--- config.mk ---
export PLATFORM = sky130hd
export DESIGN_NAME = irq_ctrl_flat
export DESIGN_NICKNAME = d
export VERILOG_FILES = /design/src/rtl/irq_ctrl_pkg.sv /design/src/rtl/irq_ctrl_if.sv /design/src/rtl/irq_ctrl_prio_enc.sv /design/src/rtl/irq_ctrl.sv /design/src/flat_wrapper.sv
export SDC_FILE = /design/constraint.sdc
export NUM_CORES = 1
export LEC_CHECK = 0
export ABC_AREA = 1
export CAP_MARGIN = 20
export CORE_UTILIZATION = 40
export DETAILED_ROUTE_END_ITERATION = 7
export GPL_TIMING_DRIVEN = 1
export PLACE_DENSITY = 0.72
export SLEW_MARGIN = 20
export SYNTH_ARGS = -nofsm -noshare
export SYNTH_HDL_FRONTEND = slang
export SYNTH_SLANG_ARGS = --single-unit
--- constraint.sdc ---
create_clock -name clk -period 1.4 [get_ports clk]
set_input_delay 0.35 -clock clk [delete_from_list [all_inputs] [get_ports clk]]
set_output_delay 0.35 -clock clk [all_outputs]
set_load 0.02 [all_outputs]
--- src/rtl/irq_ctrl_pkg.sv ---
// -----------------------------------------------------------------------------
// irq_ctrl_pkg
//   Shared definitions for the interrupt collector: the FSM state encoding
//   and the default source count / id width used by the interface, the
//   priority encoder and the top level.
// -----------------------------------------------------------------------------
package irq_ctrl_pkg;

  // Two-state request FSM. IRQ_IDLE arbitrates, IRQ_ACTIVE holds a request
  // until the consumer acknowledges the in-service id.
  typedef enum logic {
    IRQ_IDLE   = 1'b0,
    IRQ_ACTIVE = 1'b1
  } irq_state_t;

  localparam int NUM_SRC_DEF = 4;
  localparam int ID_W_DEF    = 2;

endpackage : irq_ctrl_pkg

--- src/rtl/irq_ctrl_if.sv ---
// -----------------------------------------------------------------------------
// irq_ctrl_if
//   Bundle of every functional signal of irq_ctrl except clk/rst_n.
//
//   Handshake: irq/irq_id form a level request. Once irq is 1 it stays 1 and
//   irq_id stays stable until the consumer presents ack_valid=1 for one cycle
//   with ack_id equal to irq_id; that edge retires the request. Any other
//   ack_valid (no request outstanding, or wrong id) is ignored and answered
//   with a one-cycle ack_err pulse on the following cycle.
//
//   Signals
//     irq_pulse  timers -> ctrl  one-cycle interrupt pulse per source
//     mask_we    sw     -> ctrl  mask write strobe
//     mask_wdata sw     -> ctrl  new mask, 1 = source enabled
//     ack_valid  cons   -> ctrl  acknowledge strobe
//     ack_id     cons   -> ctrl  id being acknowledged
//     irq        ctrl   -> cons  request, registered
//     irq_id     ctrl   -> cons  in-service id, registered
//     pending    ctrl   -> sw    pending bits, registered
//     overrun    ctrl   -> sw    sticky overrun bits, registered
//     ack_err    ctrl   -> cons  one-cycle pulse: ack ignored
//     dbg_state  ctrl   -> dbg   current FSM state
//     dbg_mask   ctrl   -> dbg   current mask register
//
//   Modports: slave = irq_ctrl side, master = environment side.
// -----------------------------------------------------------------------------
interface irq_ctrl_if
  import irq_ctrl_pkg::*;
#(
  parameter int NUM_SRC = NUM_SRC_DEF,
  parameter int ID_W    = ID_W_DEF
) ();

  logic [NUM_SRC-1:0] irq_pulse;
  logic               mask_we;
  logic [NUM_SRC-1:0] mask_wdata;
  logic               ack_valid;
  logic [ID_W-1:0]    ack_id;

  logic               irq;
  logic [ID_W-1:0]    irq_id;
  logic [NUM_SRC-1:0] pending;
  logic [NUM_SRC-1:0] overrun;
  logic               ack_err;

  irq_state_t         dbg_state;
  logic [NUM_SRC-1:0] dbg_mask;

  modport slave (
    input  irq_pulse, mask_we, mask_wdata, ack_valid, ack_id,
    output irq, irq_id, pending, overrun, ack_err, dbg_state, dbg_mask
  );

  modport master (
    output irq_pulse, mask_we, mask_wdata, ack_valid, ack_id,
    input  irq, irq_id, pending, overrun, ack_err, dbg_state, dbg_mask
  );

endinterface : irq_ctrl_if

--- src/rtl/irq_ctrl_prio_enc.sv ---
// -----------------------------------------------------------------------------
// irq_ctrl_prio_enc
//   Combinational lowest-index-first priority encoder. Index 0 has the
//   highest priority.
//
//   Ports
//     i_req    in   NUM_SRC  request vector (pending & mask)
//     o_found  out  1        at least one request bit set
//     o_id     out  ID_W     index of the lowest set bit (0 when none)
// -----------------------------------------------------------------------------
module irq_ctrl_prio_enc #(
  parameter int NUM_SRC = 4,
  parameter int ID_W    = 2
) (
  input  logic [NUM_SRC-1:0] i_req,
  output logic               o_found,
  output logic [ID_W-1:0]    o_id
);

  // Scan from the top down so the last hit, i.e. the lowest index, wins.
  always_comb begin
    o_found = 1'b0;
    o_id    = '0;
    for (int i = NUM_SRC - 1; i >= 0; i--) begin
      if (i_req[i]) begin
        o_found = 1'b1;
        o_id    = ID_W'(i);
      end
    end
  end

endmodule : irq_ctrl_prio_enc

--- src/rtl/irq_ctrl.sv ---
// -----------------------------------------------------------------------------
// irq_ctrl
//   Interrupt collector behind the minipit timers. Latches one-cycle
//   interrupt pulses into pending bits, flags overruns, applies a per-source
//   mask and presents a single prioritised request that is held until an
//   id-matched acknowledge.
//
//   Ports
//     clk    in  1   clock, all state on posedge
//     rst_n  in  1   synchronous active-low reset
//     bus    irq_ctrl_if.slave  (see irq_ctrl_if for the signal list and
//                                the request/acknowledge handshake)
// -----------------------------------------------------------------------------
module irq_ctrl
  import irq_ctrl_pkg::*;
#(
  parameter int NUM_SRC = NUM_SRC_DEF,
  parameter int ID_W    = ID_W_DEF
) (
  input logic       clk,
  input logic       rst_n,
  irq_ctrl_if.slave bus
);

  // ---------------------------------------------------------------------------
  // State
  // ---------------------------------------------------------------------------
  irq_state_t         r_state;
  logic [NUM_SRC-1:0] r_pending;
  logic [NUM_SRC-1:0] r_overrun;
  logic [NUM_SRC-1:0] r_mask;
  logic               r_irq;
  logic [ID_W-1:0]    r_irq_id;
  logic               r_ack_err;

  // ---------------------------------------------------------------------------
  // Arbitration and acknowledge decode
  // ---------------------------------------------------------------------------
  logic               w_found;
  logic [ID_W-1:0]    w_enc_id;
  logic               w_ack_ok;
  logic [NUM_SRC-1:0] w_clr;

  // Arbitration looks only at the registered pending/mask, so a pulse or a
  // mask write on the same edge is seen one cycle later.
  irq_ctrl_prio_enc #(
    .NUM_SRC (NUM_SRC),
    .ID_W    (ID_W)
  ) u_prio_enc (
    .i_req   (r_pending & r_mask),
    .o_found (w_found),
    .o_id    (w_enc_id)
  );

  // irq_id only ever holds an index below NUM_SRC while ACTIVE, so an ack_id
  // at or above NUM_SRC can never match and falls through to ack_err.
  assign w_ack_ok = bus.ack_valid && (r_state == IRQ_ACTIVE) &&
                    (bus.ack_id == r_irq_id);

  // One-hot clear of the in-service source on a valid ack.
  always_comb begin
    w_clr = '0;
    for (int i = 0; i < NUM_SRC; i++) begin
      if (w_ack_ok && (r_irq_id == ID_W'(i))) begin
        w_clr[i] = 1'b1;
      end
    end
  end

  // ---------------------------------------------------------------------------
  // Registers and FSM
  // ---------------------------------------------------------------------------
  always_ff @(posedge clk) begin
    if (!rst_n) begin
      r_state   <= IRQ_IDLE;
      r_pending <= '0;
      r_overrun <= '0;
      r_mask    <= '1;
      r_irq     <= 1'b0;
      r_irq_id  <= '0;
      r_ack_err <= 1'b0;
    end else begin
      // A new pulse beats the clear, so a source re-fired on its own ack edge
      // stays pending. That case is a fresh event, not an overrun, hence the
      // ~w_clr on the overrun set term.
      r_pending <= (r_pending & ~w_clr) | bus.irq_pulse;
      r_overrun <= (r_overrun & ~w_clr) | (bus.irq_pulse & r_pending & ~w_clr);

      // Masking only gates arbitration; a request already in service is kept.
      if (bus.mask_we) begin
        r_mask <= bus.mask_wdata;
      end

      r_ack_err <= bus.ack_valid && !w_ack_ok;

      case (r_state)
        IRQ_IDLE: begin
          if (w_found) begin
            r_state  <= IRQ_ACTIVE;
            r_irq    <= 1'b1;
            r_irq_id <= w_enc_id;
          end
        end
        IRQ_ACTIVE: begin
          // irq_id is left untouched on exit; the one IDLE cycle that follows
          // produces the single low cycle between back-to-back requests.
          if (w_ack_ok) begin
            r_state <= IRQ_IDLE;
            r_irq   <= 1'b0;
          end
        end
        default: begin
          r_state <= IRQ_IDLE;
          r_irq   <= 1'b0;
        end
      endcase
    end
  end

  // ---------------------------------------------------------------------------
  // Outputs
  // ---------------------------------------------------------------------------
  assign bus.irq       = r_irq;
  assign bus.irq_id    = r_irq_id;
  assign bus.pending   = r_pending;
  assign bus.overrun   = r_overrun;
  assign bus.ack_err   = r_ack_err;
  assign bus.dbg_state = r_state;
  assign bus.dbg_mask  = r_mask;

endmodule : irq_ctrl

--- src/flat_wrapper.sv ---
// flat-port wrapper written by rule: the top's interface ports become plain ports
module irq_ctrl_flat import irq_ctrl_pkg::*;
#(
  parameter int NUM_SRC = NUM_SRC_DEF,
  parameter int ID_W    = ID_W_DEF
)
  (clk, rst_n, bus_irq_pulse, bus_mask_we, bus_mask_wdata, bus_ack_valid, bus_ack_id, bus_irq, bus_irq_id, bus_pending, bus_overrun, bus_ack_err, bus_dbg_state, bus_dbg_mask);
  irq_ctrl_if #(.NUM_SRC(NUM_SRC), .ID_W(ID_W)) bus_i ();
  input logic clk;
  input logic rst_n;
  input wire logic [$bits(bus_i.irq_pulse)-1:0] bus_irq_pulse;
  input wire logic [$bits(bus_i.mask_we)-1:0] bus_mask_we;
  input wire logic [$bits(bus_i.mask_wdata)-1:0] bus_mask_wdata;
  input wire logic [$bits(bus_i.ack_valid)-1:0] bus_ack_valid;
  input wire logic [$bits(bus_i.ack_id)-1:0] bus_ack_id;
  output wire logic [$bits(bus_i.irq)-1:0] bus_irq;
  output wire logic [$bits(bus_i.irq_id)-1:0] bus_irq_id;
  output wire logic [$bits(bus_i.pending)-1:0] bus_pending;
  output wire logic [$bits(bus_i.overrun)-1:0] bus_overrun;
  output wire logic [$bits(bus_i.ack_err)-1:0] bus_ack_err;
  output wire logic [$bits(bus_i.dbg_state)-1:0] bus_dbg_state;
  output wire logic [$bits(bus_i.dbg_mask)-1:0] bus_dbg_mask;
  assign bus_i.irq_pulse = bus_irq_pulse;
  assign bus_i.mask_we = bus_mask_we;
  assign bus_i.mask_wdata = bus_mask_wdata;
  assign bus_i.ack_valid = bus_ack_valid;
  assign bus_i.ack_id = bus_ack_id;
  assign bus_irq = bus_i.irq;
  assign bus_irq_id = bus_i.irq_id;
  assign bus_pending = bus_i.pending;
  assign bus_overrun = bus_i.overrun;
  assign bus_ack_err = bus_i.ack_err;
  assign bus_dbg_state = bus_i.dbg_state;
  assign bus_dbg_mask = bus_i.dbg_mask;
  irq_ctrl #(.NUM_SRC(NUM_SRC), .ID_W(ID_W)) u_core (.clk(clk), .rst_n(rst_n), .bus(bus_i));
endmodule
# == After elaboration in Yosys (flattened, before gate mapping) ==
# Cells that the tools add are included.
# totals
ff_bits,17
in_bits,14
elab_cells,51
# op_classes
n_eq_ne,6
n_mux,18
n_bitwise,9
n_reduce_logical,11
# ops
operator,n
4-bit AND,5
1-bit two-way mux,12
2-bit two-way mux,4
4-bit OR,2
1-bit logical AND,7
"2-bit == test, second input constant",2
"2-bit != test, second input constant",2
4-bit inverter,1
1-bit one-hot mux with 2 select lines,2
2-bit AND reduction,2
"2-bit by 1-bit == test with 1-bit output, second input constant",1
2-bit == test,1
2-bit logical NOT,1
1-bit logical NOT,1
1-bit inverter,1

# == Depth between registers and ports, before layout ==
# depth
depth_word,7
depth_mapped,7

# == Modules after synthesis ==
# From an unflattened synthesis, not the netlist that was laid out.
# unflattened
cells_unflattened,114
area_unflattened_um2,769.5
# modules_own_cells
module,n_inst,cells_each,area_per_inst_um2
irq_ctrl,1,106,733.2
irq_ctrl_prio_enc,1,8,36.3

# == Worst setup path before layout ==
# No wires, ideal clock.
# synth_path
path_kind,register -> register
from,reg u_core.r_irq_id[0] (netlist: u_core.bus.irq_id[0])
to,reg u_core.r_state (netlist: u_core.bus.dbg_state)
setup_time_ns,0.123
arrival_ns,1.044
t_required_ns,1.277
setup_slack_ns,0.233
stages_incl_launch_ff,8
path_buffers,0
period_less_slack_ns,1.167
cell_sequence,dfxtp_1 inv_2 nand2_1 nand2_2 nor2_4 nand2_1 nand2_1 a21oi_1
# synth_between
elab_chain_len,4
# synth_rtl
element,line,text
"start, declared",irq_ctrl.sv:33,logic [ID_W-1:0] r_irq_id;
"start signal, assigned",irq_ctrl.sv:101,r_irq_id <= w_enc_id;
2-bit == test,irq_ctrl.sv:58,(bus.ack_id == r_irq_id);
1-bit logical AND,irq_ctrl.sv:57,assign w_ack_ok = bus.ack_valid && (r_state == IRQ_ACTIVE) &&
1-bit two-way mux,irq_ctrl.sv:107,if (w_ack_ok) begin
1-bit one-hot mux with 2 select lines,irq_ctrl.sv:96,case (r_state)
"end signal, assigned",irq_ctrl.sv:99,r_state <= IRQ_ACTIVE;
"end signal, assigned",irq_ctrl.sv:108,r_state <= IRQ_IDLE;
"end signal, assigned",irq_ctrl.sv:113,r_state <= IRQ_IDLE;
"end, declared",irq_ctrl.sv:28,irq_state_t r_state;
# No other way between the ends.
# A chain may end at the register's enable or synchronous reset.

# == Worst setup path after layout ==
# layout_path
from,reg u_core.r_mask[2] (netlist: u_core.bus.dbg_mask[2])
to,out bus_dbg_mask[2]
# layout_rtl
element,line,text
"start, declared",irq_ctrl.sv:31,logic [NUM_SRC-1:0] r_mask;
"start signal, assigned",irq_ctrl.sv:91,r_mask <= bus.mask_wdata;
"end, declared",flat_wrapper.sv:22,output wire logic [$bits(bus_i.dbg_mask)-1:0] bus_dbg_mask;
# No word-level cell between the ends.

==> results.py <==
metrics = {
    "worst_hold_path": {
        "hold_end": "u_core.bus.irq",
        "min_path_cells": 2,
        "hold_class": "reg2reg",
        "hold_path.startpoint": "u_core.bus.irq",
    },
    "logic_synthesis": {
        "netlist_area_um2": 753,
        "synthTopCellsByArea": "dfxtp_1, nand2_1, inv_1",
        "yosysMostFrequentCell": "nand2_1",
        "postSynthCellCount": 105,
        "ys_async_sr_fraction": 0,
        "synth_ff_type": "dfxtp_1",
        "syn_nets": 119,
        "yosysWarnings": 0,
        "syn_avg_cell_area_um2": 7.17,
        "synth_common_cells": "nand2_1, inv_1, dfxtp_1",
        "ys_seq_area_frac": 0.452,
        "yosys.area.top_type": "dfxtp_1",
        "synth-edff-count": 0,
        "synth_cell_types": 14,
        "synth_top_area_frac": 0.452,
        "synth-seq-cells": 17,
    },
    "power_and_ir_drop": {
        "p_clk_frac": 0.232,
        "ir_worst_vdd_mv": 0.628,
        "share_seq_of_total_power": 0.481,
        "swShare": 0.317,
        "p_int_uw": 771,
        "leakage_nw": 0.635,
        "total_power_mw": 1.13,
        "comb_power_share": 0.286,
        "power_switching_uw": 357,
        "p_per_area_nw_per_um2": 975,
    },
    "cts": {
        "insertion_delay_ns": 0.29,
        "cts-hold-fix-buffers": 0,
        "numCtsBuffers": 3,
        "htreeDepth": 1,
        "clk_path_buf_depth": 2,
        "cts.clk_slew.worst_paths_ns": 0.11,
        "cts_tree": "done",
        "cts.sinks": 17,
        "root_buffer": "clkbuf_4",
    },
    "die": {
        "rows": 15,
        "ios": 31,
        "design.die.area_um2": 2060,
        "coreArea_um2": 1750,
        "start_util": 0.432,
        "die_h_um": 45.4,
        "dieWidth_um": 45.4,
    },
    "critical_path": {
        "start_kind": "flop",
        "cp.required_ns": 1.05,
        "path_cells": "dlygate4sd2_1",
        "ff2ff_setup_slack_ns": 0.22,
        "cp.buffers_inverters": 1,
        "worst-path-max-fanout": 3,
        "reg2regPathDepth": 8,
        "r2r_end": "u_core.bus.dbg_state",
        "path_class": "reg2out",
        "slowest_delay_ns": 0.37,
        "crit_path_end_kind": "primary output",
        "r2r-start": "u_core.bus.irq_id[0]",
        "cp_data_arrival_time_ns": 1.01,
        "critical-path-top-delay-family": "flip-flops",
        "cpMaxStageDelayCell": "dfxtp_1",
    },
    "detailed_routing": {
        "vias": 801,
        "postRouteAntennaNets": 0,
        "wl_per_cell_um": 10.1,
        "wirelength_mm": 1.74,
        "initialDrtViolationCount": 13,
        "firstDrtPassIters": 4,
        "drc": 0,
        "detail_route.vias_per_cell": 4.66,
    },
    "layout": {
        "n_fill_cell": 174,
        "diodes": 0,
        "areaGrowthSynthToFinish_pct": 53.7,
        "layout-drive-gt1-share": 0.150,
        "final_cell_area_um2": 1160,
        "final_cells": 172,
        "nNetsFinal": 162,
    },
    "timing": {
        "tightest_slew_ns": 0.269,
        "worst_slack_ns": 0.0440,
        "finalSetupTns_ns": 0,
        "hold_violations": 0,
        "skew_ns": 0.0104,
        "period_share": 0.969,
        "fmax_mhz": 737,
        "slew_headroom": 0.820,
        "setup_viol": 0,
        "min_period_ns": 1.36,
        "finalMaxSlewViolations": 0,
        "rsz0062_at_grt": "no",
    },
    "place": {
        "gp_congestion": 0.706,
        "hpwlAfterDp_mm": 1.40,
        "pre_cts_ws_ns": -0.146,
        "numPortBuffers": 30,
        "placedCellCount": 168,
        "placed_area_um2": 1150,
    },
    "run_status": {
        "outcome": "finished clean",
    },
    "flow_run": {
        "cap_violations": 0,
    },
    "grt": {
        "grt_max_degree": 11,
        "antenna_found_initial": 0,
        "grt_use_total": 0.193,
        "grt-ovfl-total": 0,
        "grt_pass1_vias": 699,
        "grt_pass1_wl_mm": 2.78,
    },
}
[cells in the final DEF, fill, tap and decap left out, drive strengths merged]
cell,n
nand2,37
clkbuf,3
nand3,10
a21oi,9
buf,9
clkinv,1
inv,21
dlygate4sd2,15
clkdlybuf4s50,13
clkdlybuf4s15,2
dfxtp,17
nor2,6
o211ai,4
[final cells by class]
type                            instances  area (µm²)  share of cell area
Multi-Input combinational cell         66         330               0.285
Inverter                               21        78.8              0.0681
Sequential cell                        17         340               0.294
Timing Repair Buffer                   39         349               0.302
Clock buffer                            3        22.5              0.0195
Clock inverter                          1        5.00             0.00432
Tap cell                               25        31.3              0.0270
[power by group through the flow]
stage / logic (mW) / clock network (mW) / registers [mW]
CTS: 0.324 / 0.274 / 0.544
global placement: 0.343 / 0 / 0.554
finish: 0.323 / 0.262 / 0.543
global route: 0.356 / 0.292 / 0.548
floorplan: 0.114 / 0 / 0.617
detailed placement: 0.350 / 0 / 0.555
[flip-flops by register name, indices dropped and copies added, names as in the netlist]
name,cells
u_core.bus.ack_err,1
u_core.bus.dbg_mask,4
u_core.bus.dbg_state,1
u_core.bus.irq,1
u_core.bus.irq_id,2
u_core.bus.overrun,4
u_core.bus.pending,4
[cells by family after synthesis]
kind of cell | after synthesis | share of synthesized area
simple gates | 53 | 0.324
buf+inv | 22 | 0.110
flops | 17 | 0.452
compound gates | 13 | 0.115
[layer usage]
metal,track usage,up-vias,share of wire
met5,0,-,0
met1,0.232,357,0.44
met2,0.309,31,0.48
met4,0.133,0,0.031
met3,0.0357,6,0.052
li1,-,407,-
[stage by stage]
stage | hold WS (ns) | util
3_5_place_dp | 0.463 | 0.658
4_1_cts | 0.473 | 0.662
3_3_place_gp | 0.453 | 0.658
5_1_grt | 0.487 | 0.663
2_1_floorplan | 0.472 | -
6_report | 0.468 | 0.663
[worst max path at each step]
stage	startpoint	to	slack, ns	cells after the start
finish	u_core.bus.dbg_mask[2]	bus_dbg_mask[2]	0.04	1
global route	u_core.bus.dbg_mask[0]	bus_dbg_mask[0]	0.002	1
CTS	u_core.bus.dbg_mask[1]	bus_dbg_mask[1]	0.03	1
detailed placement	bus_ack_id[0]	u_core.bus.dbg_state	-0.15	8
global placement	bus_ack_id[0]	u_core.bus.irq	-0.11	8
floorplan	u_core.bus.irq_id[0]	u_core.bus.dbg_state	0.23	7
[what timing repair did]
item,in CTS,in global routing
setup endpoints to repair,17,2
resized for setup,17,2
buffers inserted,0,0
Note: power is estimated with default switching activity, not from simulation.
